<file path="src/rtl/m_dds_spi.sv">
// m_dds_spi: DDS tone generator streaming saw/triangle/square/DC samples to a 3-wire SPI DAC
module m_dds_spi #(
    parameter int PHASE_W = 24,
    parameter int DAC_W = 12,
    parameter int FRAME_W = 16,
    parameter logic [FRAME_W-DAC_W-1:0] CTRL_WORD = '0,
    parameter int GAP = 4,
    parameter int CLK_DIV = 8,
    parameter logic [PHASE_W-1:0] FTW_INIT = 178957
) (
    input  logic               CLK30,
    input  logic               RST,
    input  logic [PHASE_W-1:0] FTW,
    input  logic               FTW_WE,
    input  logic               PHASE_RST,
    input  logic [1:0]         MODE,
    input  logic               ENABLE,
    output logic               SCLK,
    output logic               SDIN,
    output logic               SYNC,
    output logic               BUSY,
    output logic               FRAME_DONE
);
    localparam int SLOTS = GAP + FRAME_W;
    localparam int CW = $clog2(CLK_DIV);
    localparam int SW = $clog2(SLOTS);

    logic [CW-1:0]      div_cnt;
    logic [SW-1:0]      slot, slot_nx;
    logic               tick, rise, start, data_nx, en_frame;
    logic [PHASE_W-1:0] phase, ftw_act, ftw_pend, ftw_nx, p;
    logic               ftw_req, prst_req;
    logic [DAC_W-1:0]   t, wave;
    logic [FRAME_W-1:0] shift;

    // divider ticks, slot sequencing and the sample for the frame about to start
    always_comb begin
        tick = div_cnt == CW'(CLK_DIV - 1);
        rise = tick & ~SCLK;
        start = rise & (slot == SW'(SLOTS - 1));
        slot_nx = (slot == SW'(SLOTS - 1)) ? '0 : slot + SW'(1);
        data_nx = slot_nx >= SW'(GAP);
        ftw_nx = ftw_req ? ftw_pend : ftw_act;
        p = prst_req ? '0 : phase;
        t = p[PHASE_W-2 -: DAC_W];
        wave = (MODE == 2'd0) ? p[PHASE_W-1 -: DAC_W] :
               (MODE == 2'd1) ? (p[PHASE_W-1] ? ~t : t) :
               (MODE == 2'd2) ? {DAC_W{p[PHASE_W-1]}} :
               DAC_W'(1) << (DAC_W - 1);
        BUSY = ~SYNC;
    end

    // free-running SCLK: toggles every CLK_DIV cycles, never gated
    always_ff @(posedge CLK30) begin
        if (RST) begin
            div_cnt <= '0;
            SCLK <= 1'b0;
        end else begin
            div_cnt <= tick ? '0 : div_cnt + CW'(1);
            SCLK <= tick ? ~SCLK : SCLK;
        end
    end

    // host requests, slot counter and phase accumulator; requests arriving on the start edge survive it
    always_ff @(posedge CLK30) begin
        if (RST) begin
            slot <= SW'(SLOTS - 1);
            phase <= '0;
            ftw_act <= FTW_INIT;
            ftw_pend <= FTW_INIT;
            ftw_req <= 1'b0;
            prst_req <= 1'b0;
            en_frame <= 1'b0;
        end else begin
            ftw_pend <= FTW_WE ? FTW : ftw_pend;
            ftw_req <= FTW_WE | (ftw_req & ~start);
            prst_req <= PHASE_RST | (prst_req & ~start);
            if (rise)
                slot <= slot_nx;
            if (start) begin
                ftw_act <= ftw_nx;
                phase <= p + ftw_nx;
                en_frame <= ENABLE;
            end
        end
    end

    // serial outputs: load the word at frame start, emit MSB-first on each data-slot rise tick
    always_ff @(posedge CLK30) begin
        if (RST) begin
            SYNC <= 1'b1;
            SDIN <= 1'b0;
            FRAME_DONE <= 1'b0;
            shift <= '0;
        end else begin
            FRAME_DONE <= start & en_frame;
            if (rise && data_nx) begin
                SYNC <= ~en_frame;
                SDIN <= en_frame & shift[FRAME_W-1];
                shift <= shift << 1;
            end else if (rise) begin
                SYNC <= 1'b1;
                SDIN <= 1'b0;
                shift <= start ? {CTRL_WORD, wave} : shift;
            end
        end
    end
endmodule

</file>
<file path="config.mk">
export PLATFORM = sky130hd
export DESIGN_NAME = m_dds_spi
export DESIGN_NICKNAME = d
export VERILOG_FILES = /design/src/rtl/m_dds_spi.sv
export SDC_FILE = /design/constraint.sdc
export NUM_CORES = 1
export LEC_CHECK = 0
export ABC_AREA = 1
export BUFFER_PORTS_ARGS = -buffer_cell sky130_fd_sc_hd__buf_2
export CAP_MARGIN = 20
export CELL_PAD_IN_SITES_DETAIL_PLACEMENT = 0
export CELL_PAD_IN_SITES_GLOBAL_PLACEMENT = 2
export CORE_ASPECT_RATIO = 0.8
export CORE_MARGIN = 3
export CORE_UTILIZATION = 25
export DETAILED_ROUTE_END_ITERATION = 8
export PLACE_DENSITY = 0.61
export SYNTH_ARGS = -nofsm -noshare
export SYNTH_HDL_FRONTEND = slang
export SYNTH_SLANG_ARGS = --single-unit
</file>
<file path="constraint.sdc">
create_clock -name CLK30 -period 3.16 [get_ports CLK30]
set_clock_uncertainty 0.2 [all_clocks]
set_input_delay 0 -clock CLK30 [delete_from_list [all_inputs] [get_ports CLK30]]
set_output_delay 0 -clock CLK30 [all_outputs]
set_load 0.02 [all_outputs]
</file>
; ---- Yosys cells after proc, flatten, opt, wreduce, memory -nomap -nowiden
; Cells that the tools add are included.
[classes]
addsub = 3
magnitude_cmp = 1
n_eq_ne = 4
muxes = 14
n_bitwise = 13
n_reduce_logical = 8
[ops]
columns = cell, n
row1 = 12-bit two-way mux, 4
row2 = 16-bit two-way mux, 3
row3 = 24-bit two-way mux, 2
row4 = 24-bit adder, 1
row5 = 12-bit inverter, 1
row6 = 1-bit AND, 6
row7 = 5-bit by 1-bit adder with 5-bit output (second input constant), 1
row8 = 5-bit == test (second input constant), 1
row9 = 5-bit by 3-bit greater-or-equal comparator with 1-bit output (second input constant), 1
row10 = 5-bit two-way mux, 1
row11 = 1-bit two-way mux, 4
row12 = 1-bit inverter, 4
row13 = 2-bit AND reduction, 2
row14 = 2-bit nonzero test, 2
row15 = 2-bit OR reduction, 2
row16 = 3-bit by 1-bit adder with 3-bit output (second input constant), 1
row17 = 3-bit == test (second input constant), 1
row18 = 2-bit by 1-bit == test with 1-bit output (second input constant), 1
row19 = 2-bit == test (second input constant), 1
row20 = 2-bit logical NOT, 1
row21 = 1-bit bitwise OR, 2
row22 = 1-bit logical AND, 1
[word_totals]
register_bits = 103
inputBits = 31
out_inout_bits = 5
wordCells = 57

; ---- Longest topological paths before layout
[logic_depth]
depth_word = 8
ltp_mapped = 17
ltp_nobuf = 15

; ---- Least setup slack after synthesis
; OpenSTA, ideal clock, no wires.
[synth_timing]
kind = reg-to-reg
start = register ftw_req
end = register phase[16]
setup_ns = 0.109
arrival_ns = 2.160
required_ns = 2.851
path_slack_ns = 0.691
path_stages_with_launch = 17
n_path_buf = 2
period_less_slack_ns = 2.469
path_cell_list = dfxtp_1 > buf_2 > clkbuf_1 > nand2_1 > o21ai_0 > ha_1 > fa_1 > nand3_1 > nand3_1 > nand2_1 > nand2_1 > nand3_1 > nand2_1 > nand2_1 > nand3_1 > nand2_1 > inv_1
[synth_via]
elab_chain_cells = 2
[synth_rtl]
columns = element, line_no
row1 = from (decl), 32  ; logic ftw_req, prst_req;
row2 = from (signal assigned), 76  ; ftw_req <= FTW_WE | (ftw_req & ~start);
row3 = 24-bit two-way mux, 43  ; ftw_nx = ftw_req ? ftw_pend : ftw_act;
row4 = net ftw_nx[0], 31  ; logic [PHASE_W-1:0] phase, ftw_act, ftw_pend, ftw_nx, p;
row5 = 24-bit adder, 82  ; phase <= p + ftw_nx;
row6 = to (signal assigned), 82
row7 = to (decl), 31
; The timed path passes the listed nets, and every way through them passes these cells.
; A chain may end at the register's enable or synchronous reset.

; ---- Worst setup path after layout
; Same ends and word-level chain as after synthesis.

==> run metrics <==
crit share post-route=0.8984; gr usage total=0.1548; clock sinks=103; cell row count=51; DR pass1 iterations=4; Max Cap Violations=0; clk_lat worst skew=370 ps; DP Worst Slack=346.8 ps; Int Pwr=0.002142 W; largest net degree at the start of global routing=59; top cells by area, synth=dfxtp_1 32%, nand2_1 18%, inv_1 9.1%; H-tree depth=3; post-synthesis compound-gate area fraction=0.1574; synth warn=0; worst min-delay path class=input port to flop; register bit count reported by yosys=103; VDD IR max=243.7 uV; initial drt markers=343; clock network power share=0.426; share of flip-flops with an asynchronous set or reset=0; DP HPWL=15.31 mm; adder-cell share of the synthesized area=0.05634; CP Class=flop to flop; Power Dens Cells=382.5 nW/um^2; Slew headroom=0.4416; DR vias=6133; leakage=3.739 nW; vias in the first global route=5936; Setup crit end kind=flop; Post-synth top flop=dfxtp_1; Post-synth top cells=312 x nand2_1, 154 x inv_1, 105 x nor2_1, 103 x dfxtp_1, 53 x a21oi_1; Die Width=184.2 um; data required time of the worst path=3240 ps; Worst Slack Setup Final=321.1 ps; number of diodes=0; DRT Wirelength=20.63 mm; Initial Util=0.2578; register share of total power=0.458; mux cell area share after synthesis=0; status=finished clean; clock buffers created by TritonCTS=9; PortBufs=35; layout cell share with drive strength beyond 1=0.08448; mean routed wirelength per cell=14.66 um; RSZ-0062 raised after global routing=false; area fraction of the dominant cell type after synthesis=0.3247; crit path max fanout=12; Slew Viols, Final=0; top-count cell post-synth=nand2_1; Post-synth EDFFs=0; CP Data Arrival Time=2920 ps; Yosys cell types=40; final setup vio count=0; Core ar.=24630 um^2; DRT antenna net count=0; Post-Synth Simple-Gate Area=0.3184; cell taking the most area after synthesis=dfxtp_1; Critical Path Start Type=flop; Post-CTS Setup Bufs=0; Final Hold Vio Count=0; mean post-synth cell area=6.288 um^2; CTS resizes=0; switching power share of the total=0.2726; Root Buffer=clkbuf_16; GPL Wtd Cong=0.7725; clk slew on worst S/H paths=90 ps; I/O pins=36; TNS Setup=0 ps; area of the mapped netlist=6351 um^2; first-pass GRT wire length=33.15 mm; Overflow after GRT=0; Synth Area in XOR/XNOR=0.01241; Area Growth Syn to Fin=21.20%; TritonCTS clock tree=done; cell count after synthesis=1010; initial antenna violation count=0; Seq/Total Area, Yosys=0.3247; DRC=0; net switching power=0.0008028 W; Max Root-Sink Buffers=2; Comb power frac=0.115; highest clock rate=352.2 MHz; min cycle time layout=2839 ps; die span in y=148.6 um; main combinational cell family by area after synthesis=simple AND/OR/NAND/NOR gates; Worst-Margin Slew=834.6 ps; die area=27360 um^2; drt via density=4.359; nets=1143; syn_nets=1069
-- power by group through the flow --
| stage | clock network [W] | logic [W] | registers, W |
|---|---|---|---|
| global placement | 0 | 0.000284 | 0.00138 |
| floorplan | 0 | 0.000184 | 0.00137 |
| CTS | 0.00131 | 0.000342 | 0.00135 |
| finish | 0.00125 | 0.000340 | 0.00135 |
| detailed placement | 0 | 0.000282 | 0.00138 |
| global route | 0.00134 | 0.000385 | 0.00135 |
-- flip-flops by register name, summed over array words and instances (netlist names) --
register and count:
ftw_act 24, ftw_pend 24, phase 24, shift 16, slot 5, div_cnt 3, FRAME_DONE 1, SCLK 1
SDIN 1, SYNC 1, en_frame 1, ftw_req 1, prst_req 1
-- kinds of logic after synthesis --
kind of cell    Yosys count
simple gates            493
buf+inv                 202
compound gates          175
flops                   103
fa+ha+maj                28
xor+xnor                  9
-- per-layer routing --
metal  up-vias  share of wire  global-route usage
met3        11          0.020             0.02518
li1       3304              -                   -
met1      2764           0.57              0.2401
met5         -              0                   0
met4         0         0.0095             0.03211
met2        54           0.40              0.2234
-- per-stage QoR --
step           utilization  total power, W  hold WS (ps)  cell area (um^2)  std cells
6_report            0.3125        0.002944         5.137              7697       1407
5_1_grt             0.3125        0.003081         48.33              7697       1407
4_1_cts             0.3125        0.003000         7.543              7697       1407
3_5_place_dp        0.2763        0.001663         22.87              6807       1334
3_3_place_gp        0.2763        0.001664         18.19              6807       1334
2_1_floorplan            -        0.001557        -82.57              6351       1010
-- final timing paths --
path / to / slack (ps) / from / cells past startpoint
min: ftw_act[11]$_SDFFE_PP1P_ / 5 / RST / 3
min reg2reg: div_cnt[0]$_SDFF_PP0_ / 240 / div_cnt[0]$_SDFF_PP0_ / 1
max: phase[16]$_SDFFE_PP0P_ / 320 / ftw_req$_SDFF_PP0_ / 13
max reg2reg: phase[16]$_SDFFE_PP0P_ / 320 / ftw_req$_SDFF_PP0_ / 13
-- cell usage in the layout (no fill, tap or decap), types with 9 or more instances in the layout --
| cell | instances |
|---|---|
| buf_4 | 12 |
| dlygate4sd3_1 | 57 |
| nor2_1 | 105 |
| nand3_1 | 52 |
| a21oi_2 | 11 |
| buf_2 | 35 |
| o211ai_1 | 20 |
| dfxtp_1 | 103 |
| nand2_1 | 312 |
| inv_1 | 153 |
| ha_1 | 27 |
| a21oi_1 | 53 |
| o21ai_1 | 33 |
| clkbuf_16 | 9 |
| o21ai_0 | 48 |
-- repair_timing --
| item | CTS | global route |
|---|---|---|
| endpoints found under the hold margin | 28 | 0 |
| hold buffers | 57 | 0 |
| setup endpoints to repair | 0 | 0 |
-- worst max-delay path, stage by stage (launching register included) --
cell and delay (ps):
dfxtp_1 330, buf_4 180, o21ai_0 580, ha_1 410
nand2_1 170, inv_1 50, a21oi_1 300, inv_1 70
a21oi_1 170, nand2_1 70, nand2_1 60, nand3_1 60
nand2_1 70, inv_1 40
-- final cells by class --
class                   count  area [um^2]
clock buffers              12        256.5
clock inverters             4        63.81
fillers                  2810        16930
inverters                 160        603.1
multi-input cells         705         3458
flip-flops and latches    103         2062
well taps                 318        397.9
repair buffers            105        855.8
(Power assumes the default switching activity.)
